$ cat src/rtl/fetch_decode_stage.sv
// Front-end fetch/decode stage: fetches, decodes, reads operands, hands off to execute.
// Optional illegal-opcode trap enabled by defining DECODE_ILLEGAL_TRAP_EN.
module fetch_decode_stage #(
  parameter logic [31:0] RESET_PC = 32'h0000_0000,
  parameter int          REG_AW   = 4
) (
  input  logic              clk,
  input  logic              reset,
  output logic              imem_req,
  output logic [31:0]       imem_addr,
  input  logic              imem_ack,
  input  logic [31:0]       imem_rdata,
  input  logic              redirect_valid,
  input  logic [31:0]       redirect_pc,
  output logic [REG_AW-1:0] rf_rs1,
  output logic [REG_AW-1:0] rf_rs2,
  output logic [REG_AW-1:0] rf_rd,
  input  logic [31:0]       rf_x_rs1,
  input  logic [31:0]       rf_x_rs2,
  input  logic [31:0]       rf_x_rd,
  input  logic              wb_en,
  input  logic [REG_AW-1:0] wb_rd,
  input  logic [31:0]       wb_data,
  output logic              de_valid,
  input  logic              de_ready,
  output logic [31:0]       de_pc,
  output logic [3:0]        de_opcode,
  output logic [3:0]        de_opt,
  output logic [REG_AW-1:0] de_rd,
  output logic [REG_AW-1:0] de_rs1,
  output logic [REG_AW-1:0] de_rs2,
  output logic [31:0]       de_imm16,
  output logic [31:0]       de_x_rd,
  output logic [31:0]       de_x_rs1,
`ifdef DECODE_ILLEGAL_TRAP_EN
  output logic              de_illegal,
`endif
  output logic [31:0]       de_x_rs2
);

  typedef enum logic [2:0] {
    S_IDLE,
    S_FETCH,
    S_HOLD,
    S_DROP
`ifdef DECODE_ILLEGAL_TRAP_EN
    , S_HALT
`endif
  } state_t;

  state_t      state;
  state_t      state_n;
  logic [31:0] pc;
  logic [31:0] pc_n;
  logic [31:0] addr_q;
  logic        cap;

  assign rf_rd  = imem_rdata[8 +: REG_AW];
  assign rf_rs1 = imem_rdata[12 +: REG_AW];
  assign rf_rs2 = imem_rdata[16 +: REG_AW];

  assign imem_req  = (state == S_FETCH) || (state == S_DROP);
  assign imem_addr = addr_q;
  assign de_valid  = (state == S_HOLD);

  // Next-state, next-pc and capture decision; redirect overrides all.
  always_comb begin
    state_n = state;
    pc_n    = pc;
    cap     = 1'b0;
    unique case (state)
      S_IDLE:  state_n = S_FETCH;
      S_FETCH: begin
        if (imem_ack) begin
          pc_n    = pc + 32'd4;
          cap     = 1'b1;
          state_n = S_HOLD;
        end
      end
      S_HOLD: begin
        if (de_ready) begin
          state_n = S_FETCH;
`ifdef DECODE_ILLEGAL_TRAP_EN
          if (de_illegal) state_n = S_HALT;
`endif
        end
      end
      S_DROP: begin
        if (imem_ack) state_n = S_FETCH;
      end
`ifdef DECODE_ILLEGAL_TRAP_EN
      S_HALT:  state_n = S_HALT;
`endif
      default: state_n = S_IDLE;
    endcase
    if (redirect_valid) begin
      pc_n = redirect_pc;
      cap  = 1'b0;
      if ((state == S_FETCH || state == S_DROP) && !imem_ack)
        state_n = S_DROP;
      else
        state_n = S_FETCH;
    end
  end

  // State, pc and the fetch address; the address freezes while a
  // request is being dropped so the memory side sees a stable request.
  always_ff @(posedge clk) begin
    if (reset) begin
      state  <= S_IDLE;
      pc     <= RESET_PC;
      addr_q <= RESET_PC;
    end else begin
      state <= state_n;
      pc    <= pc_n;
      if (state_n != S_DROP) addr_q <= pc_n;
    end
  end

  // Decode record: capture with write-back bypass, then forward while held.
  always_ff @(posedge clk) begin
    if (reset) begin
      de_pc     <= '0;
      de_opcode <= '0;
      de_opt    <= '0;
      de_rd     <= '0;
      de_rs1    <= '0;
      de_rs2    <= '0;
      de_imm16  <= '0;
      de_x_rd   <= '0;
      de_x_rs1  <= '0;
      de_x_rs2  <= '0;
    end else if (cap) begin
      de_pc     <= pc;
      de_opcode <= imem_rdata[3:0];
      de_opt    <= imem_rdata[7:4];
      de_rd     <= rf_rd;
      de_rs1    <= rf_rs1;
      de_rs2    <= rf_rs2;
      de_imm16  <= {{16{imem_rdata[31]}}, imem_rdata[31:16]};
      de_x_rd   <= (wb_en && wb_rd == rf_rd)  ? wb_data : rf_x_rd;
      de_x_rs1  <= (wb_en && wb_rd == rf_rs1) ? wb_data : rf_x_rs1;
      de_x_rs2  <= (wb_en && wb_rd == rf_rs2) ? wb_data : rf_x_rs2;
    end else if (state == S_HOLD && wb_en) begin
      if (wb_rd == de_rd)  de_x_rd  <= wb_data;
      if (wb_rd == de_rs1) de_x_rs1 <= wb_data;
      if (wb_rd == de_rs2) de_x_rs2 <= wb_data;
    end
  end

`ifdef DECODE_ILLEGAL_TRAP_EN
  // Flag opcodes beyond the implemented set at capture time.
  always_ff @(posedge clk) begin
    if (reset)    de_illegal <= 1'b0;
    else if (cap) de_illegal <= (imem_rdata[3:0] > 4'h6);
  end
`endif

endmodule
$ cat config.mk
export PLATFORM = sky130hd
export DESIGN_NAME = fetch_decode_stage
export DESIGN_NICKNAME = d
export VERILOG_FILES = /design/src/rtl/fetch_decode_stage.sv
export SDC_FILE = /design/constraint.sdc
export NUM_CORES = 1
export LEC_CHECK = 0
export CORE_MARGIN = 2
export CORE_UTILIZATION = 39
export CTS_CLUSTER_SIZE = 16
export DETAILED_ROUTE_END_ITERATION = 6
export HOLD_SLACK_MARGIN = 0.06
export PLACE_DENSITY = 0.81
export SYNTH_ARGS = -nofsm -noshare
export SYNTH_HDL_FRONTEND = slang
export SYNTH_SLANG_ARGS = --single-unit
$ cat constraint.sdc
create_clock -name clk -period 1.9 [get_ports clk]
set_clock_uncertainty 0.05 [all_clocks]
set_input_delay 0.38 -clock clk [delete_from_list [all_inputs] [get_ports clk]]
set_output_delay 0.38 -clock clk [all_outputs]
set_load 0.01 [all_outputs]
==> qor.yml, run 1 <==
placement:
  place_inst: 1942
  port_buffers: 427
  dp_slack_ns: -0.777
  gp_congestion: 0.905
  place_area_um2: 15400
  dp_hpwl_um: 28500
sta:
  setup_tns_ns: -2.91
  fin_crit_ns: 2.06
  relSlewSlack_pct: 65.6
  whs_ns: 0.100
  slew_viol_final: 0
  worst_pin_slew_ns: 0.516
  finalSetupViolCount: 71
  rsz0062_at_grt: "yes"
  timing.final.ws_setup_ns: -0.162
  hold_violations: 0
  fmax_mhz: 485
  min_period_over_period_pct: 109
yosys:
  yosysWarnings: 0
  yosysSeqAreaShare_pct: 44.7
  ys_types: 58
  synth-seq-cells: 227
  ys.flop_type: "dfxtp_1"
  syn-num-nets: 1378
  synth_edf_count: 0
  async_flop_share_pct: 0
  syn-mean-instance-area_um2: 8.65
  syn_area_um2: 10200
  synth_cells: 1175
power_and_ir_drop:
  power_density_nw_per_um2: 676
  power_mw: 11.6
  ir_drop_uv: 600
  p_leak_nw: 6.68
critical_path:
  crit_top_cell: "buf_4"
  critPathBufInv: 2
  path_cells: "buf_4, and4_1, nand4_1, buf_4, or4_4, a31oi_4, a22o_1"
  critical_path.startpoint_type: "flop"
  critPathTopFamily: "simple AND/OR/NAND/NOR gates"
  crit_required_ns: 2.32
  slowest_stage: "or4_4"
  worst_setup_path_end_kind: "flop"
  setup.worst_path.class: "reg -> reg"
  critPathMaxStageDelay_ns: 0.43
  cp_data_arrival_time_ns: 2.48
  critPathMaxFanout: 5
cts:
  cts_buffers: 25
  path_clk_slew_ns: 0.06
  clk_latency_ns: 0.53
  cts_root_buffer: "clkbuf_16"
  cts_tree: "yes"
  cts_sinks: 227
  clock_path_buffers: 3
  htreeDepth: 1
  holdBufCountCts: 0
final_layout:
  fin_nets: 1873
  areaGrowthSynthToFinish_pct: 69.6
  drive_gt1_share_pct: 19.0
  final_common_cell: "clkdlybuf4s50_1"
  stdcell_count: 2028
  final_util_pct: 66.7
  layout_common_cells: "327 x clkdlybuf4s50_1, 212 x dfxtp_1, 165 x nand2_1, 134 x nor2_1, 116 x buf_4"
  post-route-cell-area_um2: 17200
floorplanning:
  die_w_um: 165
  core-area_um2: 25800
  chipHeight_um: 165
  ios: 428
  die_area_um2: 27400
  rows: 59
  start_util_pct: 39.3
drt:
  post_drt_via_cell_ratio: 5.48
  antenna_left: 0
  drt_first_pass_iters: 5
  finalWirelength_um: 42500
  dr.first_iter.drc_count: 920
  drc: 0
  wl_per_cell_um: 21.0
  vias: 11100
global_route:
  grt_max_degree: 94
  grt_pass1_wl_um: 57400
  grt_pass1_vias: 10200
  grt.total_usage_pct: 26.9
  antenna_found_initial: 7
  gr-total-overflow: 0
hold_path:
  hold_class: "in -> reg"
run_status:
  violations: "negative setup slack"
  status: "finished, violations left"
job:
  drv_cap: 0
[layer usage]
layer	up-vias	GRT usage, %	wire length [um]
li1	5116	-	-
met4	0	13.0	2260
met3	165	7.17	4040
met5	-	0	0
met2	564	44.1	20100
met1	5276	32.9	16100
[cell families after synthesis]
kind of cell	count (synthesis)	synth area share [%]
adder cells (fa/ha/maj)	1	0.123
AO/OA/AOI/OAI	255	17.1
XOR/XNOR	31	2.67
buffers and inverters	129	6.39
multiplexers	105	10.3
AND/OR/NAND/NOR	426	18.6
other	1	0.0369
flip-flops	227	44.7
[cell usage after synthesis (3+ instances only)]
library cell    n  area share [%]
nand4_1        13            0.80
o21ai_1         4            0.20
a21oi_1        81             4.0
o31a_1          3            0.26
o21ai_0        17            0.84
o211ai_1        5            0.37
inv_1           5            0.18
nand3_1        18            0.89
nand2b_1        8            0.49
a31oi_4         3            0.63
and2_1          8            0.49
nand2_1       172             6.4
or3_1           3            0.18
nor2b_1         4            0.25
and4_1          6            0.52
a22o_1          3            0.26
nor3b_1         3            0.22
and3_1          4            0.25
o41ai_1         5            0.43
buf_1           3            0.11
nor4_1          8            0.49
buf_2           8            0.39
o211a_1         4            0.39
o31ai_1         5            0.37
mux2i_1       105              10
xnor2_1        20             1.7
xor2_1         11            0.95
nor2_1        138             5.1
buf_4          41             3.0
a211oi_1      105             7.8
nor3_1         25             1.2
dfxtp_1       227              45
a31oi_1         4            0.25
or4_1           7            0.52
clkbuf_1       69             2.5
o21a_1          4            0.30
[state kept, by name, indices dropped and copies added, names as in the netlist]
name / count
de_imm16: 13
de_opcode: 4
de_opt: 4
de_pc: 32
de_rd: 4
de_rs1: 4
de_rs2: 3
de_x_rd: 32
de_x_rs1: 32
de_x_rs2: 32
imem_addr: 32
pc: 32
state: 3
[power breakdown]
| part | internal [mW] | switching (mW) |
|---|---|---|
| registers | 4.94 | 0.126 |
| clock network | 2.65 | 1.99 |
| logic | 1.05 | 0.883 |
| total | 8.64 | 3.00 |
[worst register-to-register path: cells and delay by family (launching register included)]
kind                   cells  cell delay [ns]
and+or+nand+nor            3             0.90
buffers and inverters      2             0.36
AOI/OAI and AO/OA          2             0.36
DFF                        1             0.33
[path summary, 6_finish.rpt]
check                                 from                    endpoint  slack (ns)  depth (start not counted)
setup / recovery         pc[14]$_SDFF_PP0_  imem_addr[21]$_SDFFE_PP0P_       -0.16                          7
hold / removal                       reset      de_pc[14]$_SDFFE_PP0N_        0.10                          2
setup reg to reg         pc[14]$_SDFF_PP0_  imem_addr[21]$_SDFFE_PP0P_       -0.16                          7
hold reg to reg   de_imm16[5]$_SDFFE_PP0N_    de_imm16[5]$_SDFFE_PP0N_        0.40                          2
[timing repair]
item,CTS,global route
pin swaps,19,65
setup buffers,16,15
endpoints found under the setup margin,199,164
cloned,4,4
gates resized for setup,119,145
[final cells by class]
cell class / instances / area [um2]
Antenna cell: 7 / 17.5
Clock buffer: 38 / 734
Clock inverter: 5 / 32.5
Fill cell: 1989 / 8610
Inverter: 7 / 28.8
Multi-Input combinational cell: 820 / 5570
Sequential cell: 227 / 4580
Tap cell: 335 / 419
Timing Repair Buffer: 589 / 5850
Note: power is estimated with default switching activity, not from simulation.
==> run 2: changes to the inputs <==
--- a/config.mk
+++ b/config.mk
@@ -11,6 +11,7 @@
 export DETAILED_ROUTE_END_ITERATION = 6
 export HOLD_SLACK_MARGIN = 0.06
 export PLACE_DENSITY = 0.81
+export SKIP_LAST_GASP = 1
 export SYNTH_ARGS = -nofsm -noshare
 export SYNTH_HDL_FRONTEND = slang
 export SYNTH_SLANG_ARGS = --single-unit
==> run 2 against run 1 <==
Effect of this change:
- the run still ends with negative setup slack left
- worst setup slack got worse by 0.016 ns
- non-clock buffer count fell by 4
- first-iteration DRC count fell by 0.76%
- sequential share of layout area is 0.15 points higher
- global-route usage hardly changed
- register-to-register slack worse by 0.02 ns
- fmax fell by 0.75%
- clock-buffer cell count is the same
- largest cell class unchanged
- largest power group unchanged
- highest routed layer unchanged
==> qor.yml, run 2 (same netlist as run 1, synthesis figures left out) <==
placement:
  place_area_um2: 15400  # unchanged
  dp_hpwl_um: 28500  # unchanged
  port_buffers: 427  # unchanged
  place_inst: 1942  # unchanged
  dp_slack_ns: -0.777  # unchanged
  gp_congestion: 0.905  # unchanged
drt:
  finalWirelength_um: 42000  # was 42500 um
  wl_per_cell_um: 20.8  # was 21.0 um
  antenna_left: 0  # unchanged
  drt_first_pass_iters: 5  # unchanged
  vias: 11100  # about the same
  drc: 0  # unchanged
  post_drt_via_cell_ratio: 5.47  # was 5.48
  dr.first_iter.drc_count: 913  # was 920
power_and_ir_drop:
  power_density_nw_per_um2: 679  # was 676 nW/um2
  p_int_mw: 8.63  # was 8.64 mW
  p_leak_nw: 6.64  # was 6.68 nW
  ir_drop_uv: 605  # was 600 uV
  p_clk_share_pct: 40.0  # was 39.9%
  p_switching_mw: 2.99  # was 3.00 mW
  power_mw: 11.6  # about the same
  switching_share_pct: 25.8  # about the same
  combPwrFrac_pct: 16.5  # was 16.6%
  seqPwrFrac_pct: 43.5  # about the same
hold_path:
  hold_class: "in -> reg"  # unchanged
cts:
  cts_buffers: 25  # unchanged
  clk_latency_ns: 0.53  # about the same
  cts_sinks: 227  # unchanged
  holdBufCountCts: 0  # unchanged
  htreeDepth: 1  # unchanged
  clock_path_buffers: 3  # unchanged
  path_clk_slew_ns: 0.07  # was 0.06 ns
  cts_tree: "yes"  # unchanged
  cts_root_buffer: "clkbuf_16"  # unchanged
critical_path:
  r2r_setup_slack_ns: -0.18  # was -0.16 ns
  path_depth: 7  # unchanged
  critPathMaxStageDelay_ns: 0.43  # about the same
  critPathTopFamily: "simple AND/OR/NAND/NOR gates"  # unchanged
  regToRegEndpoint: "imem_addr[21]$_SDFFE_PP0P_"  # unchanged
  worst_setup_path_end_kind: "flop"  # unchanged
  worstSetupStartpoint: "pc[15]$_SDFF_PP0_"  # was pc[14]$_SDFF_PP0_
  critical_path.startpoint_type: "flop"  # unchanged
  r2r_start: "pc[15]$_SDFF_PP0_"  # was pc[14]$_SDFF_PP0_
  crit_required_ns: 2.32  # about the same
  cp_data_arrival_time_ns: 2.50  # was 2.48 ns
  crit_end: "imem_addr[21]$_SDFFE_PP0P_"  # unchanged
  setup.worst_path.class: "reg -> reg"  # unchanged
  rr_worst_depth: 7  # unchanged
  critPathMaxFanout: 4  # was 5
  slowest_stage: "or4_4"  # unchanged
  crit_top_cell: "buf_4"  # unchanged
  critPathBufInv: 2  # unchanged
  path_cells: "buf_4, and4_1, nand4_1, buf_4, or4_4, a31oi_4, a22o_1"  # unchanged
floorplanning:
  ios: 428  # unchanged
  die_area_um2: 27400  # unchanged
  chipHeight_um: 165  # unchanged
  start_util_pct: 39.3  # unchanged
  rows: 59  # unchanged
  core-area_um2: 25800  # unchanged
  die_w_um: 165  # unchanged
sta:
  relSlewSlack_pct: 65.8  # was 65.6%
  fmax_mhz: 481  # was 485 MHz
  finalSetupViolCount: 59  # was 71
  worst_pin_slew_ns: 0.513  # was 0.516 ns
  min_period_over_period_pct: 109  # about the same
  hold_violations: 0  # unchanged
  slew_viol_final: 0  # unchanged
  fin_crit_ns: 2.08  # was 2.06 ns
  whs_ns: 0.0971  # was 0.100 ns
  rsz0062_at_grt: "yes"  # unchanged
  setup_tns_ns: -2.69  # was -2.91 ns
  timing.final.ws_setup_ns: -0.177  # was -0.162 ns
global_route:
  use_met1_pct: 32.9  # about the same
  grt_pass1_wl_um: 57400  # about the same
  grt_pass1_vias: 10200  # about the same
  gr-total-overflow: 0  # unchanged
  use_met3_pct: 7.17  # unchanged
  antenna_found_initial: 7  # unchanged
  grt_max_degree: 94  # unchanged
  grt.total_usage_pct: 26.9  # about the same
  busiest_layer: "met2"  # unchanged
  grt_use_met2_pct: 44.1  # about the same
final_layout:
  final_common_cell: "clkdlybuf4s50_1"  # unchanged
  final_util_pct: 66.2  # was 66.7%
  layout_common_cells: "327 x clkdlybuf4s50_1, 216 x dfxtp_1, 170 x nand2_1, 134 x nor2_1, 120 x buf_4"  # was 327 x clkdlybuf4s50_1, 212 x dfxtp_1, 165 x nand2_1, 134 x nor2_1, 116 x buf_4
  post-route-cell-area_um2: 17100  # was 17200 um2
  areaGrowthSynthToFinish_pct: 68.5  # was 69.6%
  drive_gt1_share_pct: 18.1  # was 19.0%
  fin_nets: 1869  # was 1873
  stdcell_count: 2024  # was 2028
job:
  drv_cap: 0  # unchanged
run_status:
  status: "finished, violations left"  # unchanged
  violations: "negative setup slack"  # unchanged
## run 2: cell count changes in the layout (fill, tap and decap cells not counted), sizes merged
cell	before	now
dlygate4sd2	74	73
buf	163	159
dlymetal6s2s	22	23
## run 2: cell type report
type,count,area (um2)
Inverter,7,26.3
Antenna cell,7,17.5
Timing Repair Buffer,585,5800
Tap cell,335,419
Clock buffer,38,734
Clock inverter,5,32.5
Sequential cell,227,4570
Fill cell,2001,8720
Multi-Input combinational cell,820,5520
## run 2: power groups by stage
stage	Sequential (mW)	Clock, mW	Combinational (mW)
floorplan	5.22	0	0.626
global placement	5.15	0	1.74
detailed placement	5.16	0	1.77
CTS	5.06	4.69	1.79
global route	5.08	4.89	2.02
finish	5.06	4.65	1.91
## run 2: per-layer routing
layer | routed length, um | vias to the layer above | part of all wire, %
met5 | 0 | - | 0
met1 | 16200 | 5259 | 39
li1 | - | 5112 | -
met2 | 19700 | 557 | 47
met4 | 2230 | 0 | 5.3
met3 | 3800 | 146 | 9.0
## run 2: worst min path at each step
stage                                         start                        end  cells past startpoint
after global placement       de_opt[0]$_SDFFE_PP0N_     de_opt[0]$_SDFFE_PP0N_                      2
after detailed placement  imem_addr[8]$_SDFFE_PP0P_  imem_addr[8]$_SDFFE_PP0P_                      2
after floorplan                    pc[0]$_SDFF_PP0_      de_pc[0]$_SDFFE_PP0N_                      2
after CTS                                     reset     de_pc[14]$_SDFFE_PP0N_                      2
final                                         reset     de_pc[14]$_SDFFE_PP0N_                      2
after global routing                          reset     de_pc[19]$_SDFFE_PP0N_                      2
## run 2: what timing repair did
action | 4_1_cts | 5_1_grt
pin swaps | 18 | 62
gates resized for setup | 114 | 122
setup buffers | 16 | 12
gates cloned | 4 | 3
setup endpoints to repair | 199 | 172
==> run 3: changes to the inputs <==
--- a/config.mk
+++ b/config.mk
@@ -7,7 +7,7 @@
 export LEC_CHECK = 0
 export CORE_MARGIN = 2
 export CORE_UTILIZATION = 39
-export CTS_CLUSTER_SIZE = 16
+export CTS_CLUSTER_SIZE = 14
 export DETAILED_ROUTE_END_ITERATION = 6
 export HOLD_SLACK_MARGIN = 0.06
 export PLACE_DENSITY = 0.81
==> results of run 3 <==
No change in the layout: final DEF, timing and power equal those of run 2.
